`config.mk`:
```
export PLATFORM = sky130hd
export DESIGN_NAME = pe_bypass_hist
export DESIGN_NICKNAME = d
export VERILOG_FILES = /design/src/rtl/pe_bypass_hist.sv
export SDC_FILE = /design/constraint.sdc
export NUM_CORES = 1
export LEC_CHECK = 0
export CORE_MARGIN = 3
export CORE_UTILIZATION = 51
export DETAILED_ROUTE_END_ITERATION = 6
export PLACE_DENSITY = 0.85
export SLEW_MARGIN = 20
export SYNTH_ARGS = -nofsm -noshare
export SYNTH_HDL_FRONTEND = slang
export SYNTH_SLANG_ARGS = --single-unit
```
`constraint.sdc`:
```
create_clock -name iClk -period 4 [get_ports iClk]
set_input_delay 0.6 -clock iClk [delete_from_list [all_inputs] [get_ports iClk]]
set_output_delay 0.6 -clock iClk [all_outputs]
set_load 0.02 [all_outputs]
```
`src/rtl/pe_bypass_hist.sv`:
```
// pe_bypass_hist: PE operand bypass network with WB history and a registered ID operand stage.
// Define PE_BYPASS_NEIGHBOUR_EN to add the neighbour/CP operand-A select and oPE_Port1_Data.
module pe_bypass_hist #(
    parameter  int DATA_WIDTH     = 32,
    parameter  int RF_INDEX_WIDTH = 5,
    parameter  int HIST_DEPTH     = 2,
    parameter  int NUM_EX_SRC     = 4,
    localparam int SEL_W          = $clog2(NUM_EX_SRC)
) (
    input  logic                             iClk,
    input  logic                             iReset_n,
    input  logic                             iStall,
    input  logic                             iFlush,
    input  logic                             iIssue_Valid,
    input  logic                             iWB_Write_En,
    input  logic [RF_INDEX_WIDTH-1:0]        iWB_Write_Addr,
    input  logic [DATA_WIDTH-1:0]            iWB_Write_Data,
    input  logic [RF_INDEX_WIDTH-1:0]        iRd_Addr_A,
    input  logic [RF_INDEX_WIDTH-1:0]        iRd_Addr_B,
    input  logic                             iBypass_A,
    input  logic                             iBypass_B,
    input  logic [SEL_W-1:0]                 iBypass_Sel_A,
    input  logic [SEL_W-1:0]                 iBypass_Sel_B,
    input  logic [NUM_EX_SRC*DATA_WIDTH-1:0] iEX_Data,
    input  logic [DATA_WIDTH-1:0]            iRF_Data_A,
    input  logic [DATA_WIDTH-1:0]            iRF_Data_B,
    input  logic                             iSelect_Imm,
    input  logic [DATA_WIDTH-1:0]            iImmediate,
    input  logic                             iIs_SUB,
`ifdef PE_BYPASS_NEIGHBOUR_EN
    input  logic [2:0]                       iData_Selection,
    input  logic [DATA_WIDTH-1:0]            iLeft_PE_Port1_Data,
    input  logic [DATA_WIDTH-1:0]            iLeft_PE_Port1_Minus4_Data,
    input  logic [DATA_WIDTH-1:0]            iRight_PE_Port1_Data,
    input  logic [DATA_WIDTH-1:0]            iRight_PE_Port1_Plus4_Data,
    input  logic [DATA_WIDTH-1:0]            iCP_Data,
    output logic [DATA_WIDTH-1:0]            oPE_Port1_Data,
`endif
    output logic [DATA_WIDTH-1:0]            oOperand_A,
    output logic [DATA_WIDTH-1:0]            oOperand_B,
    output logic [DATA_WIDTH-1:0]            oStore_Data,
    output logic                             oOperand_Valid,
    output logic                             oHist_Hit_A,
    output logic                             oHist_Hit_B
);

    logic [HIST_DEPTH-1:0]                     r_hist_vld;
    logic [HIST_DEPTH-1:0][RF_INDEX_WIDTH-1:0] r_hist_addr;
    logic [HIST_DEPTH-1:0][DATA_WIDTH-1:0]     r_hist_data;

    logic [DATA_WIDTH:0]   w_res_a;
    logic [DATA_WIDTH:0]   w_res_b;
    logic [DATA_WIDTH-1:0] w_base_a;
    logic [DATA_WIDTH-1:0] w_base_b;
    logic [DATA_WIDTH-1:0] w_op_a;
    logic [DATA_WIDTH-1:0] w_b_sel;
    logic [DATA_WIDTH-1:0] w_fin_a;
    logic [DATA_WIDTH-1:0] w_fin_b;
    logic                  w_rsubi;

    // Returns {from_history, data}; EX bypass > current WB > history (youngest first) > RF.
    function automatic logic [DATA_WIDTH:0] f_resolve(
        input logic [RF_INDEX_WIDTH-1:0]             addr,
        input logic                                  byp,
        input logic [SEL_W-1:0]                      sel,
        input logic [DATA_WIDTH-1:0]                 rf,
        input logic [NUM_EX_SRC*DATA_WIDTH-1:0]      ex,
        input logic                                  wb_en,
        input logic [RF_INDEX_WIDTH-1:0]             wb_addr,
        input logic [DATA_WIDTH-1:0]                 wb_data,
        input logic [HIST_DEPTH-1:0]                 hv,
        input logic [HIST_DEPTH-1:0][RF_INDEX_WIDTH-1:0] ha,
        input logic [HIST_DEPTH-1:0][DATA_WIDTH-1:0] hd
    );
        logic [DATA_WIDTH-1:0] w_ex;
        logic [DATA_WIDTH:0]   w_res;
        logic                  w_fwd;
        // Out-of-range selects fall back to source 0.
        w_ex = ex[DATA_WIDTH-1:0];
        for (int k = 1; k < NUM_EX_SRC; k++) begin
            if (sel == SEL_W'(k)) w_ex = ex[k*DATA_WIDTH +: DATA_WIDTH];
        end
        // r0/r1 always come from the RF.
        w_fwd = (addr > RF_INDEX_WIDTH'(1));
        w_res = {1'b0, rf};
        for (int k = HIST_DEPTH - 1; k >= 0; k--) begin
            if (hv[k] && (ha[k] == addr) && w_fwd) w_res = {1'b1, hd[k]};
        end
        if (wb_en && (wb_addr == addr) && w_fwd) w_res = {1'b0, wb_data};
        if (byp) w_res = {1'b0, w_ex};
        return w_res;
    endfunction

    assign w_res_a = f_resolve(iRd_Addr_A, iBypass_A, iBypass_Sel_A, iRF_Data_A,
                               iEX_Data, iWB_Write_En, iWB_Write_Addr,
                               iWB_Write_Data, r_hist_vld, r_hist_addr,
                               r_hist_data);
    assign w_res_b = f_resolve(iRd_Addr_B, iBypass_B, iBypass_Sel_B, iRF_Data_B,
                               iEX_Data, iWB_Write_En, iWB_Write_Addr,
                               iWB_Write_Data, r_hist_vld, r_hist_addr,
                               r_hist_data);

    assign w_base_a = w_res_a[DATA_WIDTH-1:0];
    assign w_base_b = w_res_b[DATA_WIDTH-1:0];

`ifdef PE_BYPASS_NEIGHBOUR_EN
    // Operand A from a neighbour PE or the CP, else the resolved local value.
    always_comb begin
        w_op_a = w_base_a;
        case (iData_Selection)
            3'b010:  w_op_a = iLeft_PE_Port1_Data;
            3'b001:  w_op_a = iRight_PE_Port1_Data;
            3'b011:  w_op_a = iCP_Data;
            3'b110:  w_op_a = iLeft_PE_Port1_Minus4_Data;
            3'b101:  w_op_a = iRight_PE_Port1_Plus4_Data;
            default: w_op_a = w_base_a;
        endcase
    end

    assign oPE_Port1_Data = w_base_a;
`else
    assign w_op_a = w_base_a;
`endif

    // RSUBI computes imm - rs, so the immediate moves onto A.
    assign w_rsubi = iIs_SUB & iSelect_Imm;
    assign w_b_sel = iSelect_Imm ? iImmediate : w_base_b;
    assign w_fin_a = w_rsubi ? w_b_sel : w_op_a;
    assign w_fin_b = w_rsubi ? w_op_a : w_b_sel;

    // WB history shift register; keeps moving through stalls and flushes.
    always_ff @(posedge iClk) begin
        if (!iReset_n) begin
            r_hist_vld  <= '0;
            r_hist_addr <= '0;
            r_hist_data <= '0;
        end else if (iWB_Write_En) begin
            r_hist_vld[0]  <= 1'b1;
            r_hist_addr[0] <= iWB_Write_Addr;
            r_hist_data[0] <= iWB_Write_Data;
            for (int k = 1; k < HIST_DEPTH; k++) begin
                r_hist_vld[k]  <= r_hist_vld[k-1];
                r_hist_addr[k] <= r_hist_addr[k-1];
                r_hist_data[k] <= r_hist_data[k-1];
            end
        end
    end

    // Operand output stage: reset > flush > stall > capture.
    always_ff @(posedge iClk) begin
        if (!iReset_n) begin
            oOperand_A     <= '0;
            oOperand_B     <= '0;
            oStore_Data    <= '0;
            oOperand_Valid <= 1'b0;
            oHist_Hit_A    <= 1'b0;
            oHist_Hit_B    <= 1'b0;
        end else if (iFlush) begin
            oOperand_Valid <= 1'b0;
        end else if (!iStall) begin
            oOperand_A     <= w_fin_a;
            oOperand_B     <= w_fin_b;
            oStore_Data    <= w_base_b;
            oOperand_Valid <= iIssue_Valid;
            oHist_Hit_A    <= w_res_a[DATA_WIDTH];
            oHist_Hit_B    <= w_res_b[DATA_WIDTH];
        end
    end

endmodule

```
Yosys cells after proc, flatten, opt, wreduce, memory -nomap -nowiden:

Cells that the tools add are included.

* flip-flop bits (word level): 175
* logic and storage cells: 60
* input port bits: 285

* bitwise logic cells: 4
* equality and inequality tests: 12
* reduce and logical (&&, ||, !) cells: 14
* order comparisons: 2
* mux-type cells: 17

Operator list (number)
* 2-to-1 mux 32 bit: 9
* 2-to-1 mux 33 bit: 8
* equality test 5 bit: 6
* logical AND 1 bit: 12
* greater-than comparator 5 x 1 -> 1 bit (second input constant): 2
* equality test 2 bit (second input constant): 4
* equality test 2 x 1 -> 1 bit (second input constant): 2
* NOT 1 bit: 3
* AND reduction 2 bit: 1
* OR reduction 2 bit: 1
* bitwise AND 1 bit: 1

Depth between registers and ports, before layout:

* word-level depth: 9
* depth in mapped cells: 9

Worst setup path after synthesis:

Ideal clock, no wire load.

* kind: input to register
* from: input port iBypass_Sel_B[0]
* to: register oOperand_B[0]
* slack: 1583 ps
* data arrival time: 2283 ps
* buffers on the path: 3
* cell stages on the path: 6
* cell sequence: buf_2 > buf_2 > buf_2 > mux4_2 > a211oi_1 > o211ai_1

* word-level cells in the longest chain between the ends: 7
* elaborated cells between the ends (all ways): 9
* those cells by class: eq/ne (3); mux (6)

RTL lines
* start: declaration: line 23 `input logic [SEL_W-1:0] iBypass_Sel_B,`
* equality test 2 x 1 -> 1 bit: line 81 `if (sel == SEL_W'(k)) w_ex = ex[k*DATA_WIDTH +: DATA_WIDTH];`
* 2-to-1 mux 32 bit (2 in series): line 81
* 2-to-1 mux 32 bit *: line 81
* 2-to-1 mux 33 bit *: line 90 `if (byp) w_res = {1'b0, w_ex};`
* 2-to-1 mux 32 bit *: line 127 `assign w_b_sel = iSelect_Imm ? iImmediate : w_base_b;`
* 2-to-1 mux 32 bit *: line 129 `assign w_fin_b = w_rsubi ? w_op_a : w_b_sel;`
* end signal: assignment: line 162 `oOperand_B <= w_fin_b;`
* end: declaration: line 40 `output logic [DATA_WIDTH-1:0] oOperand_B,`

Every way passes the cells marked *; elsewhere a longest branch is shown, timed or not.
A chain may end at the register's enable or synchronous reset.

Worst setup path in the final report:

* from: input port iRd_Addr_A[4]
* to: register oOperand_A[25]

* word-level cells in the longest chain between the ends: 8
* elaborated cells between the ends (all ways): 15
* those cells by class: order compare (1); eq/ne (3); mux (5); reduce/logical (6)

RTL lines
* start: declaration: line 18 `input logic [RF_INDEX_WIDTH-1:0] iRd_Addr_A,`
* branches (longest 5 deep; another with greater-than comparator 5 x 1 -> 1 bit)
* 2-to-1 mux 33 bit *: line 89 `if (wb_en && (wb_addr == addr) && w_fwd) w_res = {1'b0, wb_data};`
* 2-to-1 mux 33 bit *: line 90
* 2-to-1 mux 32 bit *: line 128 `assign w_fin_a = w_rsubi ? w_b_sel : w_op_a;`
* end signal: assignment: line 161 `oOperand_A <= w_fin_a;`
* end: declaration: line 39 `output logic [DATA_WIDTH-1:0] oOperand_A,`

Every way passes the cells marked *.

==> results.cfg <==
[logic_synthesis]
syn_area_um2 = 12100
yosysWarnings = 0
yosysTopAreaCellShare_pct = 29.0
syn_area_per_cell_um2 = 8.80
synthFlopType = dfxtp_1
ys_async_sr_fraction_pct = 0
syn-instance-count = 1372
synth_area_leaders = dfxtp_1 29%, mux4_2 11%, mux2i_1 6.7%
synth_cell_types = 67
synth_edf_count = 0
ys_seq_area_share_pct = 29.0
ys_ff_latch = 175
synth_nets = 1657
synth_top_cell_by_area = dfxtp_1

[clock_tree]
ctsRootBufferMaster = clkbuf_16
htreeDepth = 4
cts_buffer_depth = 2
path_clk_slew_ps = 70
post_cts_resized = 0
cts_hold_buffers = 0
post-cts-setup-buffer-count = 0
cts_tree = yes
clkLatencyLatePin_ps = 440
cts_buffers = 17
cts_sinks = 175

[floorplan]
num_rows = 55
core_um2 = 23000
die-area_um2 = 25600
io_pins = 384
die_x_um = 160
initial_core_util_pct = 52.5
die_height_um = 160

[detailed_routing]
vias = 13700
wl_per_cell_um = 27.2
drt_wl_total_mm = 54.8
via_per_inst = 6.80
drt_iter0_drc = 1667
drt_pass1_iterations = 6
ant_nets = 0
drc = 0

[timing]
relSlewSlack_pct = 22.3
min_period_ps = 3010
rsz0062_at_grt = false
timing.hold.ws_ps = 496
worst_pin_slew_ps = 1170
min_period_over_period_pct = 75.3
final_hold_viol_count = 0
clock_skew_ps = 8.70
max_freq_mhz = 332
finalSetupViolCount = 0
slew_violations = 0
setup-tns-final_ps = 0

[critical_path]
critical_path_class = in -> reg
cp.arrival_ps = 3360
startpoint_type = input pin
endpoint_kind = flip-flop
r2r_cells = 6
cp_max_fo = 18
r2r_start = r_hist_addr[4]
r2r_setup_slack_ps = 1280
reg2reg_to = oOperand_A[25]
crit_required_ps = 4350

[grt]
grt.total_usage_pct = 41.4
grt_pass1_wl_mm = 81.5
grt_pass1_vias = 13600
grt_max_degree = 98
antenna_found_initial = 1
overflow = 0

[min_path]
holdPathEnd = oOperand_B[21]
hold_path_depth = 2
hp-start = oOperand_B[21]
hold_path_class = reg -> reg

[run]
maxCapViolations = 0

[finish]
final.fill_count = 1812
mostFrequentLayoutCells = 377 x clkdlybuf4s50_1, 175 x dfxtp_1, 86 x o21ai_0, 84 x nand2_1, 81 x mux2i_1
drive_gt1_share_pct = 10.5
nets = 1973
areaGrowthSynthToFinish_pct = 38.5
final_common_cell = clkdlybuf4s50_1

[place]
post-dp-hpwl_mm = 41.0
gp_congestion = 0.999
port_buffers = 383

[run_status]
status = complete, no violations

[pwr]
max-vdd-ir-drop_uv = 270
powerDensity_nw_per_um2 = 299
leakagePower_nw = 6.10
finalPower_mw = 5.00
## final cells by class
cell class / instances / area [um^2] / area share, %
Clock inverter: 11 / 85.1 / 0.509
Tap cell: 313 / 392 / 2.34
Sequential cell: 175 / 3500 / 20.9
Multi-Input combinational cell: 1049 / 7990 / 47.8
Antenna cell: 1 / 2.50 / 0.0150
Clock buffer: 21 / 480 / 2.87
Inverter: 11 / 41.3 / 0.247
Timing Repair Buffer: 434 / 4230 / 25.3
## metal layers
| metal | global-route usage (%) | vias to the layer above | part of all wire (%) |
|---|---|---|---|
| li1 | - | 5916 | - |
| met1 | 48.6 | 6557 | 36 |
| met2 | 69.0 | 1001 | 47 |
| met3 | 8.25 | 230 | 9.1 |
| met4 | 26.6 | 0 | 7.7 |
| met5 | 0 | - | 0 |
## logic make-up after synthesis
family / count (synthesis) / share of synthesized area [%]
AO/OA/AOI/OAI: 473 / 27.5
AND/OR/NAND/NOR: 401 / 18.0
flip-flops: 175 / 29.0
buffers and inverters: 148 / 5.14
multiplexers: 145 / 18.2
XOR/XNOR: 30 / 2.18
## sequential cells by signal (all words and copies together), names as in the netlist
| name | count |
|---|---|
| oHist_Hit_A | 1 |
| oHist_Hit_B | 1 |
| oOperand_A | 32 |
| oOperand_B | 32 |
| oOperand_Valid | 1 |
| oStore_Data | 32 |
| r_hist_addr | 10 |
| r_hist_data | 64 |
| r_hist_vld | 2 |
## where the power goes
| part | leakage (nW) | total (mW) | internal (mW) | switching [mW] |
|---|---|---|---|---|
| Combinational | 4.40 | 1.43 | 0.710 | 0.720 |
| Sequential | 1.44 | 1.94 | 1.85 | 0.0943 |
| Clock | 0.260 | 1.63 | 0.864 | 0.766 |
## synthesized netlist by cell type (22+ instances only)
cell type	number
clkbuf_1	97
mux2i_1	81
mux4_2	59
nor2_1	69
o211ai_1	52
a22oi_1	30
o31ai_1	36
o21ai_0	86
a2bb2oi_1	42
dfxtp_1	175
o21ai_1	49
and3_1	33
a211oi_1	39
nor3_1	47
nor2b_1	78
nand2_1	84
a21oi_1	32
a311oi_1	26
or3b_1	22
## worst max-delay path by stage
stage                          start        endpoint  slack [ps]  cells after the start
finish                 iRd_Addr_A[4]  oOperand_A[25]         990                      7
global route           iRd_Addr_A[3]  oOperand_A[25]         810                      7
CTS                    iRd_Addr_A[4]  oOperand_A[25]        1060                      7
detailed placement     iRd_Addr_B[3]   oOperand_B[0]         630                      8
global placement       iRd_Addr_A[4]   oOperand_A[8]         690                      8
floorplan           iBypass_Sel_B[0]   oOperand_B[0]        1580                      6
## worst max-delay path: stages
cell	delay (ps)
clkdlybuf4s50_1	590
xnor2_1	150
nand3_1	330
nor2_2	840
a211oi_1	250
o221a_1	330
o31ai_1	240
## stage by stage
stage | instances | setup WS [ps] | instance area, um^2 | utilization, %
floorplan | 1372 | 1580 | 12100 | -
global placement | 1982 | 693 | 16200 | 70.3
global route | 2015 | 812 | 16700 | 72.8
detailed placement | 1982 | 632 | 16200 | 70.3
CTS | 2014 | 1060 | 16700 | 72.8
finish | 2015 | 988 | 16700 | 72.8
Power figures use the tool's default switching activity.
==> patch (config.mk and constraints unchanged) <==
Change the parameter `NUM_EX_SRC` from 4 to 2.
--- a/src/rtl/pe_bypass_hist.sv
+++ b/src/rtl/pe_bypass_hist.sv
@@ -5,5 +5,5 @@
     parameter  int RF_INDEX_WIDTH = 5,
     parameter  int HIST_DEPTH     = 2,
-    parameter  int NUM_EX_SRC     = 4,
+    parameter  int NUM_EX_SRC     = 2,
     localparam int SEL_W          = $clog2(NUM_EX_SRC)
 ) (
Interface: changed (resized iBypass_Sel_A, iBypass_Sel_B and iEX_Data); port bits go from 384 to 318. The function was not compared with the original's and may differ.
==> patch against the unedited design <==
  * The flow now finishes with violations (DRC)
  * Utilization shrank 4.5 points
  * Power grew 8.7%
  * Largest power group is now the clock network
  * Count of clock-buffer cells in the layout grew 2
  * Sequential cell count is the same
  * Wire length shrank 2.2%
  * Critical path depth shrank 1
  * Clock power grew 21%
  * Cell area grew 0.36%
  * Synthesized area grew 6.9%
  * Cell count grew 4.8%
  * Non-clock buffer count shrank 81
  * Sequential share of layout area shrank 0.075 points
  * Worst setup slack lost 250 ps
  * Critical path type unchanged
  * Clock skew grew 2.7 ps
==> patch: results (changes against the unedited design) <==
stage	metric	value	unit	change
run_status	outcome	complete, but fails checks		was finished clean
run_status	violations	DRC		
finish	top_register	r_hist_data		unchanged
place	dp.cells	2079		was 1,982
finish	antennaDiodeCount	0		was 1
synthesis	synth_cell_types	51		was 67
routing	drtPass1Iterations	7		was 6
place	gp_congestion	0.930		was 0.999
sta	worst_pin_slew	1160	ps	was 1170 ps
finish	num-nets-final	1993		was 1,973
place	port_buffers	317		was 383
sta	finClkSkew	11.4	ps	was 8.70 ps
synthesis	ys_top_cells_by_count	175 x dfxtp_1, 164 x nand2_1, 132 x clkbuf_1		was 175 x dfxtp_1, 97 x clkbuf_1, 86 x o21ai_0
grt	grt_overflow	0		unchanged
synthesis	avgSynthCellArea	8.16	µm²	was 8.80 µm²
routing	drc	2		was 0
grt	grt_max_degree	82		was 98
place	dp_slack	396	ps	was 632 ps
clock_network	cts_resized	0		unchanged
synthesis	syn-num-nets	1801		was 1,657
routing	dr.first_iter.drc_count	1744		was 1,667
grt	grt_usage	37.9	%	was 41.4%
grt	grt_pass1_wl	80500	µm	was 81,500 µm
routing	via_per_inst	6.99		was 6.80
clock_network	ctsHoldBuffers	0		unchanged
clock_network	cts_htree_levels	4		unchanged
finish	largest_reg_flops	64		unchanged
pwr	cellLeakagePower	6.10	nW	about the same
finish	drive_above_1_share	9.12	%	was 10.5%
clock_network	clock_path_buffers	2		unchanged
critical_path	cp_slowest_cell	a21oi_4		was nor2_2
synthesis	netlist_top_cells_area	dfxtp_1 27%, mux2i_1 8.4%, nand2_1 4.8%		was dfxtp_1 29%, mux4_2 11%, mux2i_1 6.7%
pwr	ir_drop	0.261	mV	was 0.270 mV
clock_network	cts_root_buf	clkbuf_16		unchanged
synthesis	yosysWarnings	0		unchanged
critical_path	cp_max_fo	32		was 18
routing	wirelength	53600	µm	was 54,800 µm
grt	grt_pass1_vias	14800		was 13,600
critical_path	cp.arrival	3610	ps	was 3360 ps
place	hpwlAfterDp	34600	µm	was 41,000 µm
hold_path	hold_depth	2		unchanged
routing	avgRoutedWirePerCell	25.4	µm	was 27.2 µm
clock_network	cts_buffers	17		unchanged
critical_path	max_stage_delay	880	ps	was 840 ps
synthesis	yosysSeqAreaShare	27.1	%	was 29.0%
## patch: worst max-delay path, delay by kind of cell
family                 cells  cell delay, ps
AO/OA/AOI/OAI              3            1380
AND/OR/NAND/NOR            2            1020
buffers and inverters      1             590
## patch: report_power, final
| group | switching (mW) | internal [mW] |
|---|---|---|
| logic | 0.824 | 0.663 |
| registers | 0.0982 | 1.87 |
| clock network | 0.740 | 1.24 |
## patch: area by class of cell
class | count | area, µm²
clock buffer | 23 | 488
clock inverter | 9 | 203
fill | 2010 | 7820
inverter | 64 | 240
multi-input combinational | 1163 | 8520
sequential | 175 | 3500
tap | 324 | 405
timing repair buffer | 353 | 3430
## patch: kinds of logic after synthesis
family	Yosys count	share of synthesized area [%]
mux	140	11.2
buf+inv	244	7.65
flops	175	27.1
xor+xnor	30	2.04
compound gates	551	32.7
simple gates	442	19.3
## patch: worst paths after layout
path / startpoint / to / slack (ps)
max reg2reg: r_hist_addr[7]$_SDFFE_PN0P_ / oOperand_B[14]$_SDFFE_PN0P_ / 1280
max: iFlush / oOperand_B[0]$_SDFFE_PN0P_ / 740
min reg2reg: oHist_Hit_B$_SDFFE_PN0P_ / oHist_Hit_B$_SDFFE_PN0P_ / 470
min: oHist_Hit_B$_SDFFE_PN0P_ / oHist_Hit_B$_SDFFE_PN0P_ / 470
## patch: stage by stage
| step | hold WS, ps | instance area (µm²) |
|---|---|---|
| floorplan | 455 | 12900 |
| global placement | 459 | 16100 |
| detailed placement | 465 | 16100 |
| CTS | 475 | 16800 |
| global route | 499 | 16800 |
| finish | 470 | 16800 |
## patch: metal layers
layer | vias up | GRT usage (%) | wire [µm]
li1 | 6441 | - | -
met1 | 6873 | 45.2 | 19400
met2 | 1177 | 61.6 | 24500
met3 | 266 | 8.51 | 6740
met4 | 2 | 23.8 | 3010
met5 | - | 0 | 17
